File: config.mk
export PLATFORM = sky130hd
export DESIGN_NAME = ahb2apb_bridge_ctrl_p
export DESIGN_NICKNAME = d
export VERILOG_FILES = /design/src/rtl/ahb_apb_pkg.sv /design/src/rtl/apb_wait_timer.sv /design/src/rtl/ahb2apb_bridge_ctrl_p.sv
export SDC_FILE = /design/constraint.sdc
export NUM_CORES = 1
export LEC_CHECK = 0
export CAP_MARGIN = 20
export CELL_PAD_IN_SITES_DETAIL_PLACEMENT = 1
export CELL_PAD_IN_SITES_GLOBAL_PLACEMENT = 2
export CORE_MARGIN = 3
export CORE_UTILIZATION = 23
export CTS_CLUSTER_SIZE = 28
export DETAILED_ROUTE_END_ITERATION = 10
export PLACE_DENSITY_LB_ADDON = 0.1
export SLEW_MARGIN = 5
export SYNTH_ARGS = -nofsm -noshare
export SYNTH_HDL_FRONTEND = slang
export SYNTH_SLANG_ARGS = --single-unit
File: constraint.sdc
create_clock -name Hclk -period 3.55 [get_ports Hclk]
set_clock_uncertainty 0.05 [all_clocks]
set_input_delay 0.5325 -clock Hclk [delete_from_list [all_inputs] [get_ports Hclk]]
set_output_delay 0.5325 -clock Hclk [all_outputs]
set_load 0.01 [all_outputs]
File: src/rtl/ahb_apb_pkg.sv
// ============================================================================
// Module      : ahb_apb_pkg
// Description : Shared types and constants for the AHB-to-APB bridge
//               controller: FSM state encoding, HRESP codes and the default
//               widths used by the bridge.
// Revision    : 1.0 - initial second-generation release
// ============================================================================
`default_nettype none

package ahb_apb_pkg;

    // Bridge FSM states
    typedef enum logic [2:0] {
        ST_IDLE   = 3'd0,
        ST_WWAIT  = 3'd1,
        ST_SETUP  = 3'd2,
        ST_ACCESS = 3'd3,
        ST_ERR1   = 3'd4,
        ST_ERR2   = 3'd5
    } state_t;

    // AHB response codes
    localparam logic HRESP_OKAY  = 1'b0;
    localparam logic HRESP_ERROR = 1'b1;

    // Default geometry
    localparam int DEF_ADDR_W      = 32;
    localparam int DEF_DATA_W      = 32;
    localparam int DEF_NUM_SLV     = 3;
    localparam int DEF_TIMEOUT_CYC = 16;

endpackage : ahb_apb_pkg

`default_nettype wire

File: src/rtl/apb_wait_timer.sv
// ============================================================================
// Module      : apb_wait_timer
// Description : Counts APB ACCESS wait cycles and flags the terminal count.
//               tc is raised in the ACCESS cycle that would make the
//               TIMEOUT_CYC-th consecutive wait, so the FSM leaves on that edge.
// Revision    : 1.0 - initial release
// ============================================================================
`default_nettype none

module apb_wait_timer #(
    parameter int TIMEOUT_CYC = 16
) (
    input  logic Hclk,
    input  logic Hresetn,
    input  logic clear,
    input  logic enable,
    output logic tc
);

    localparam int CNT_W = (TIMEOUT_CYC < 2) ? 1 : $clog2(TIMEOUT_CYC);

    logic [CNT_W-1:0] r_cnt;

    // Wait counter: cleared on ACCESS entry, advances on each stalled cycle
    always_ff @(posedge Hclk) begin
        if (!Hresetn || clear) begin
            r_cnt <= '0;
        end else if (enable && !tc) begin
            r_cnt <= r_cnt + CNT_W'(1);
        end
    end

    assign tc = enable && (r_cnt == CNT_W'(TIMEOUT_CYC - 1));

endmodule : apb_wait_timer

`default_nettype wire

File: src/rtl/ahb2apb_bridge_ctrl_p.sv
// ============================================================================
// Module      : ahb2apb_bridge_ctrl_p
// Description : Second-generation AHB-to-APB bridge controller. Converts one
//               qualified AHB transfer at a time into an APB SETUP/ACCESS
//               cycle with PREADY wait states, PSLVERR and decode-error
//               two-cycle ERROR responses. All outputs are registered.
//               Optional ACCESS timeout enabled by macro APB_TIMEOUT_EN.
// Revision    : 1.0 - initial second-generation release
// ============================================================================
`default_nettype none

module ahb2apb_bridge_ctrl_p
    import ahb_apb_pkg::*;
#(
    parameter int ADDR_W      = DEF_ADDR_W,
    parameter int DATA_W      = DEF_DATA_W,
    parameter int NUM_SLV     = DEF_NUM_SLV,
    parameter int TIMEOUT_CYC = DEF_TIMEOUT_CYC
) (
    input  logic              Hclk,
    input  logic              Hresetn,
    input  logic              valid,
    input  logic [ADDR_W-1:0] Haddr,
    input  logic              Hwrite,
    input  logic [DATA_W-1:0] Hwdata,
    input  logic [NUM_SLV-1:0] Hselx_dec,
    input  logic [DATA_W-1:0] Prdata,
    input  logic              Pready,
    input  logic              Pslverr,
    output logic              Hreadyout,
    output logic              Hresp,
    output logic [DATA_W-1:0] Hrdata,
    output logic [NUM_SLV-1:0] Pselx,
    output logic              Penable,
    output logic              Pwrite,
    output logic [ADDR_W-1:0] Paddr,
    output logic [DATA_W-1:0] Pwdata
);

    state_t             r_state;
    state_t             w_next;
    logic [NUM_SLV-1:0] r_sel;
    logic [NUM_SLV-1:0] w_sel;
    logic               w_onehot;
    logic               w_accept;
    logic               w_tc;

    assign w_onehot = ($countones(Hselx_dec) == 1);
    assign w_accept = (r_state == ST_IDLE) && valid && w_onehot;
    // A read goes straight to SETUP, so the select must come from the decoder
    assign w_sel    = (r_state == ST_IDLE) ? Hselx_dec : r_sel;

`ifdef APB_TIMEOUT_EN
    apb_wait_timer #(
        .TIMEOUT_CYC (TIMEOUT_CYC)
    ) u_wait_timer (
        .Hclk    (Hclk),
        .Hresetn (Hresetn),
        .clear   (r_state == ST_SETUP),
        .enable  ((r_state == ST_ACCESS) && !Pready),
        .tc      (w_tc)
    );
`else
    // No counter: ACCESS never times out; the parameter only keeps the
    // interface identical between builds.
    assign w_tc = (TIMEOUT_CYC < 0);
`endif

    // Next-state decode
    always_comb begin
        w_next = r_state;
        unique case (r_state)
            ST_IDLE: begin
                if (valid) begin
                    if (!w_onehot)   w_next = ST_ERR1;
                    else if (Hwrite) w_next = ST_WWAIT;
                    else             w_next = ST_SETUP;
                end
            end
            ST_WWAIT:  w_next = ST_SETUP;
            ST_SETUP:  w_next = ST_ACCESS;
            ST_ACCESS: begin
                if (Pready)    w_next = Pslverr ? ST_ERR1 : ST_IDLE;
                else if (w_tc) w_next = ST_ERR1;
            end
            ST_ERR1:   w_next = ST_ERR2;
            ST_ERR2:   w_next = ST_IDLE;
            default:   w_next = ST_IDLE;
        endcase
    end

    // State, Moore-decoded control outputs and datapath capture registers
    always_ff @(posedge Hclk) begin
        if (!Hresetn) begin
            r_state   <= ST_IDLE;
            r_sel     <= '0;
            Hreadyout <= 1'b1;
            Hresp     <= HRESP_OKAY;
            Hrdata    <= '0;
            Pselx     <= '0;
            Penable   <= 1'b0;
            Pwrite    <= 1'b0;
            Paddr     <= '0;
            Pwdata    <= '0;
        end else begin
            r_state   <= w_next;
            Hreadyout <= (w_next == ST_IDLE) || (w_next == ST_ERR2);
            Hresp     <= ((w_next == ST_ERR1) || (w_next == ST_ERR2)) ?
                         HRESP_ERROR : HRESP_OKAY;
            Pselx     <= ((w_next == ST_SETUP) || (w_next == ST_ACCESS)) ?
                         w_sel : '0;
            Penable   <= (w_next == ST_ACCESS);

            if (w_accept) begin
                r_sel  <= Hselx_dec;
                Paddr  <= Haddr;
                Pwrite <= Hwrite;
            end
            if (r_state == ST_WWAIT) begin
                Pwdata <= Hwdata;
            end
            if ((r_state == ST_ACCESS) && Pready && !Pslverr && !Pwrite) begin
                Hrdata <= Prdata;
            end
        end
    end

endmodule : ahb2apb_bridge_ctrl_p

`default_nettype wire

# Yosys cells after proc, flatten, opt, wreduce, memory -nomap -nowiden
# Cells that the tools add are included.
# Widths: inputs -> output; s select.
totals:
  input_bits: 105
  register_bits: 109
  output_inout_bits: 103
  word_cells: 42
op_classes:
  n_mux: 8
  reduce_logical: 13
  add_sub_neg: 2
  n_eq_ne: 9
op_table:
  columns: ["operator", "count"]
  rows:
  - ["$mux 3", 5]
  - ["$pmux 3 s5", 1]
  - ["$eq 3x2->1 const B", 4]
  - ["$eq 3x3->1 const B", 3]
  - ["$eq 3x1->1 const B", 2]
  - ["$logic_not 3->1", 2]
  - ["$logic_and 1x1->1", 5]
  - ["$add 2x1->3", 1]
  - ["$logic_or 1x1->1", 3]
  - ["$add 1x1->2", 1]
  - ["$logic_not 1->1", 2]
  - ["$mux 2", 1]
  - ["$reduce_and 2->1", 1]
  - ["$mux 1", 1]

# Logic depth before layout (Yosys ltp)
logic_depth:
  word_depth: 9
  ltp_mapped: 8
  ltp_nobuf: 6

# Worst setup path after synthesis
# No wires, ideal clock.
synth_timing:
  path_type: "input-to-reg"
  startpoint: "input port Hselx_dec[0]"
  endpoint: "register Hreadyout"
  t_arrival_ns: 1.893
  path_buffers: 1
  setup_slack_ns: 1.512
  stages: 7
  setup_time_ns: 0.095
  required_time_ns: 3.405
  cell_sequence: "inv_1 -> fa_1 -> nor2b_1 -> and3_1 -> buf_6 -> a21o_1 -> o311ai_1"
synth_via:
  elab_chain_len: 8
  elab_cells_between_ends: 9
  classes_between: "add/sub: 2; eq/ne: 2; mux: 3; reduce/logical: 2"
synth_rtl:
  columns: ["item", "line", "source"]
  rows:
  - ["start, declared", "ahb2apb_bridge_ctrl_p.sv:26", "input logic [NUM_SLV-1:0] Hselx_dec,"]
  - ["$add 1x1->2 (not written as such) (*)", "ahb2apb_bridge_ctrl_p.sv:48", "assign w_onehot = ($countones(Hselx_dec) == 1);"]
  - ["$add 2x1->3 (not written as such) (*)", "ahb2apb_bridge_ctrl_p.sv:48", null]
  - ["$eq 3x1->1 (*)", "ahb2apb_bridge_ctrl_p.sv:48", null]
  - ["$mux 3 (*)", "ahb2apb_bridge_ctrl_p.sv:75", "if (!w_onehot) w_next = ST_ERR1;"]
  - ["$mux 3 (*)", "ahb2apb_bridge_ctrl_p.sv:74", "if (valid) begin"]
  - ["$pmux 3 s5 (*)", "ahb2apb_bridge_ctrl_p.sv:72", "unique case (r_state)"]
  - ["$eq 3x3->1 / $logic_not 3->1 (equally long branches)", "ahb2apb_bridge_ctrl_p.sv:107", "Hreadyout <= (w_next == ST_IDLE) || (w_next == ST_ERR2);"]
  - ["$logic_or 1x1->1 (*)", "ahb2apb_bridge_ctrl_p.sv:107", null]
  - ["end signal, assigned", "ahb2apb_bridge_ctrl_p.sv:107", null]
  - ["end, declared", "ahb2apb_bridge_ctrl_p.sv:30", "output logic Hreadyout,"]
# Mark *: on every way between the ends. The rest lies on a longest branch, timed or not.
# A chain may end at the register's enable or synchronous reset.

# Worst setup path in the final report
layout_timing:
  startpoint: "input port Hselx_dec[0]"
  endpoint: "register Paddr[20]"
layout_via:
  elab_chain_len: 4
layout_rtl:
  columns: ["item", "line", "source"]
  rows:
  - ["$add 1x1->2 (not written as such)", "ahb2apb_bridge_ctrl_p.sv:48", null]
  - ["$add 2x1->3 (not written as such)", "ahb2apb_bridge_ctrl_p.sv:48", null]
  - ["$eq 3x1->1", "ahb2apb_bridge_ctrl_p.sv:48", null]
  - ["$logic_and 1x1->1", "ahb2apb_bridge_ctrl_p.sv:49", "assign w_accept = (r_state == ST_IDLE) && valid && w_onehot;"]
  - ["end signal, assigned", "ahb2apb_bridge_ctrl_p.sv:116", "Paddr <= Haddr;"]
  - ["end, declared", "ahb2apb_bridge_ctrl_p.sv:36", "output logic [ADDR_W-1:0] Paddr,"]
# No other way between the ends.

==> run summary <==
The run finished with clean final reports. Input and output buffers added on the ports amount to 207. The I/O pin count is 208, and the final number of max-transition violations is 0. The worst relative slew slack was 0.479. Among all cell types in the netlist, the one instantiated most often is sky130_fd_sc_hd__nand2_1. The largest single stage delay on the critical path is 500 ps.

Derived from the worst setup path, the maximum achievable clock frequency is 402 MHz. Critical path buffer and inverter count: 3. Setup slack on the critical path of the routed design comes to 1060 ps.

For the worst slack at placement, the log shows 678 ps. The area share of the largest cell type after synthesis is 0.528. The first global-routing pass estimated 22400 um of wire. For this run, the post-layout net count is 781.

For this run, the leading register cell type out of synthesis is sky130_fd_sc_hd__dfxtp_1. The first routing iteration left 100 violations. Buffers inserted during clock tree synthesis total 9. The per-cell via count in the routed design came out at 4.30.

Post-CTS setup-driven buffer insertion count: 0. The post-synthesis instance area is 0.00413 mm^2. For this design, the slowest cell found on the critical path is sky130_fd_sc_hd__clkdlybuf4s50_1. For the final routed database, the setup TNS stands at 0 ps. The kind of cell with the highest combined delay on the critical path is buffers and inverters. The source-to-sink clock delay at the later pin of the worst-skew pair was 340 ps; the slew of the pin with the lowest slew margin was 782 ps. The run gives 3892 as the via count.

The number of H-tree levels was 3; the hold violation count in the final report was 0. For this design the static power due to leakage is 2.30 nW. Traced cell by cell, the critical path runs through clkdlybuf4s50_1 > inv_1 > fa_1 > nor2b_1 > nand3_2 > buf_4 > nand2_1 > a21boi_1.

Across the run, the number of max-cap violations was 0. After synthesis, the netlist uses 29 different library cells. Setup violations remaining at the end of the flow were counted as 0. After synthesis, the most frequently instantiated cells are 204 x sky130_fd_sc_hd__nand2_1, 109 x sky130_fd_sc_hd__dfxtp_1, 60 x sky130_fd_sc_hd__a21boi_1.

In the final routed layout, each cell accounts on average for 15.2 um. Relative to the synthesized area, the layout overhead comes to 61.6%. The number of antenna-violating nets in the routed design was 0. For the buffer depth of the longest clock path, the log shows 2. Number of synthesized register bits: 109.

For the number of sinks handled by clock tree synthesis, the log shows 109. Once the clock tree was built, the resizer swapped 0 gates to a different size. The data arrival time at the worst-slack endpoint is 2670 ps, and the maximum vdd drop is 0.224 mV. The number of antenna diodes in the final layout is 0. The average instance in the mapped netlist occupies 8.59 um^2. Across all hold checks on the routed design, the worst slack comes to 405 ps.

Synthesis produced a netlist whose cell count is 481. STA classifies the critical path endpoint as a flip-flop. The final total power is 0.00297 W, and the number of nets produced by synthesis is 587.

Setup repair after global routing left no endpoint under its margin. Total number of placement rows: 48. The number of global-route vias before repair is 4144. Die area: 0.0196 mm^2. The root buffer cell was sky130_fd_sc_hd__clkbuf_16. For the sequential cell area fraction in the yosys report, the log shows 0.528. Initial standard-cell utilization of the core: 0.237. Overall track demand over capacity in global routing: 0.142. STA classifies the critical path startpoint as an input port. In this run the vertical extent of the chip is 140 um. Hold repair after CTS inserted 0 buffers. The warning count from the yosys run was 0; the pin count of the biggest net entering global routing was 61. The share of cells above drive strength 1 was 0.0397. Path type of the worst setup path: in -> reg. Share of the clock period used by the worst path after layout: 0.701.

After detailed routing, the total wire length is 13800 um. Path class of the lowest-slack min-delay path: reg -> reg. The sum of overflow across all layers after global routing came out at 0. By area the synthesized netlist is led by sky130_fd_sc_hd__dfxtp_1 53%, sky130_fd_sc_hd__nand2_1 19%, sky130_fd_sc_hd__a21boi_1 11%.

At the end of routability-driven placement, the weighted congestion stood at 0.749. The die is 140 um wide. The maximum net fanout on the critical path came out at 22. The tools report the fill cell total of the finished layout as 2008. STA puts the critical path data required time at 3730 ps. TritonCTS built the clock tree.

The final HPWL from detailed placement was 10200 um; the number of enable-type register cells in the synthesized netlist was 0. The core region is 0.0174 mm^2. The number of antenna violations at the first check in global routing came out at 0.

The areal power density over the cells is 445 mW/mm^2, and the number of iterations in the first detailed-routing pass is 4. The routed design could run at a clock period as short as 2490 ps. The clock transition at the registers of the reported paths was 70 ps; the remaining routing DRC violations was 0. The largest total area in the synthesized netlist belongs to sky130_fd_sc_hd__dfxtp_1.

The share of flip-flops with an asynchronous set or reset is 0.
-- layout make-up --
type | count | area [um^2] | share of cell area
clock buffer | 12 | 246 | 0.0369
clock inverter | 4 | 23.8 | 0.00356
inverter | 5 | 18.8 | 0.00281
multi-input combinational | 335 | 1760 | 0.264
sequential | 109 | 2180 | 0.327
tap | 225 | 282 | 0.0421
timing repair buffer | 215 | 2170 | 0.324
-- worst register-to-register path, cell delays in order, from the launching register on --
cell and delay, ps:
sky130_fd_sc_hd__dfxtp_1 460, sky130_fd_sc_hd__nand2_1 160, sky130_fd_sc_hd__or4_1 810, sky130_fd_sc_hd__buf_8 290
sky130_fd_sc_hd__nand2_1 70, sky130_fd_sc_hd__a21boi_0 70
-- through the flow --
step / cells / utilization / instance area [um^2]
after floorplan: 481 / - / 4130
after global placement: 887 / 0.366 / 6370
after detailed placement: 889 / 0.368 / 6410
after CTS: 905 / 0.384 / 6680
after global routing: 905 / 0.384 / 6680
final: 905 / 0.384 / 6680
-- final timing paths --
kind	from	slack [ps]	cells past startpoint	end
worst min-delay path	Hrdata[16]	400	2	Hrdata[16]
worst min register to register	Hrdata[16]	400	2	Hrdata[16]
worst max-delay path	Hselx_dec[0]	1060	8	Paddr[20]
worst max register to register	r_state[0]	1530	5	Hrdata[1]
-- cells by family after synthesis --
family,count (synthesis),synth area share
and+or+nand+nor,223,0.215
DFF,109,0.528
AOI/OAI and AO/OA,107,0.194
buffers and inverters,37,0.0484
muxes,3,0.00726
xor gates and xnor gates,1,0.00212
adders and majority gates,1,0.00484
-- routing by layer --
metal,share of wire,global-route usage
met2,0.48,0.241
met4,0.014,0.0459
met1,0.43,0.172
met3,0.070,0.0444
met5,0,0
-- flip-flops by register name, summed over array words and instances, names as in the netlist --
signal and flops:
Hresp 1, Penable 1, Pselx 3, Pwdata 32
r_state 3, Pwrite 1, Paddr 32, Hreadyout 1
r_sel 3, Hrdata 32
-- power breakdown --
group          switching (W)  internal (W)
logic               0.000303      0.000357
registers          0.0000557       0.00131
clock network       0.000451      0.000495
total               0.000810       0.00217
-- layout by cell type (no fill, tap or decap), types with 2 or more instances in the layout --
master and n:
sky130_fd_sc_hd__nor2_1 6, sky130_fd_sc_hd__clkbuf_1 2, sky130_fd_sc_hd__nor2b_1 2, sky130_fd_sc_hd__a21boi_0 40, sky130_fd_sc_hd__clkinv_2 3, sky130_fd_sc_hd__mux2i_1 3, sky130_fd_sc_hd__clkdlybuf4s50_1 206, sky130_fd_sc_hd__buf_4 5
sky130_fd_sc_hd__and2_1 4, sky130_fd_sc_hd__clkbuf_16 9, sky130_fd_sc_hd__dfxtp_1 109, sky130_fd_sc_hd__inv_1 5, sky130_fd_sc_hd__a21boi_1 60, sky130_fd_sc_hd__nand2_1 204
No activity file was read; power rests on OpenSTA's default activity.
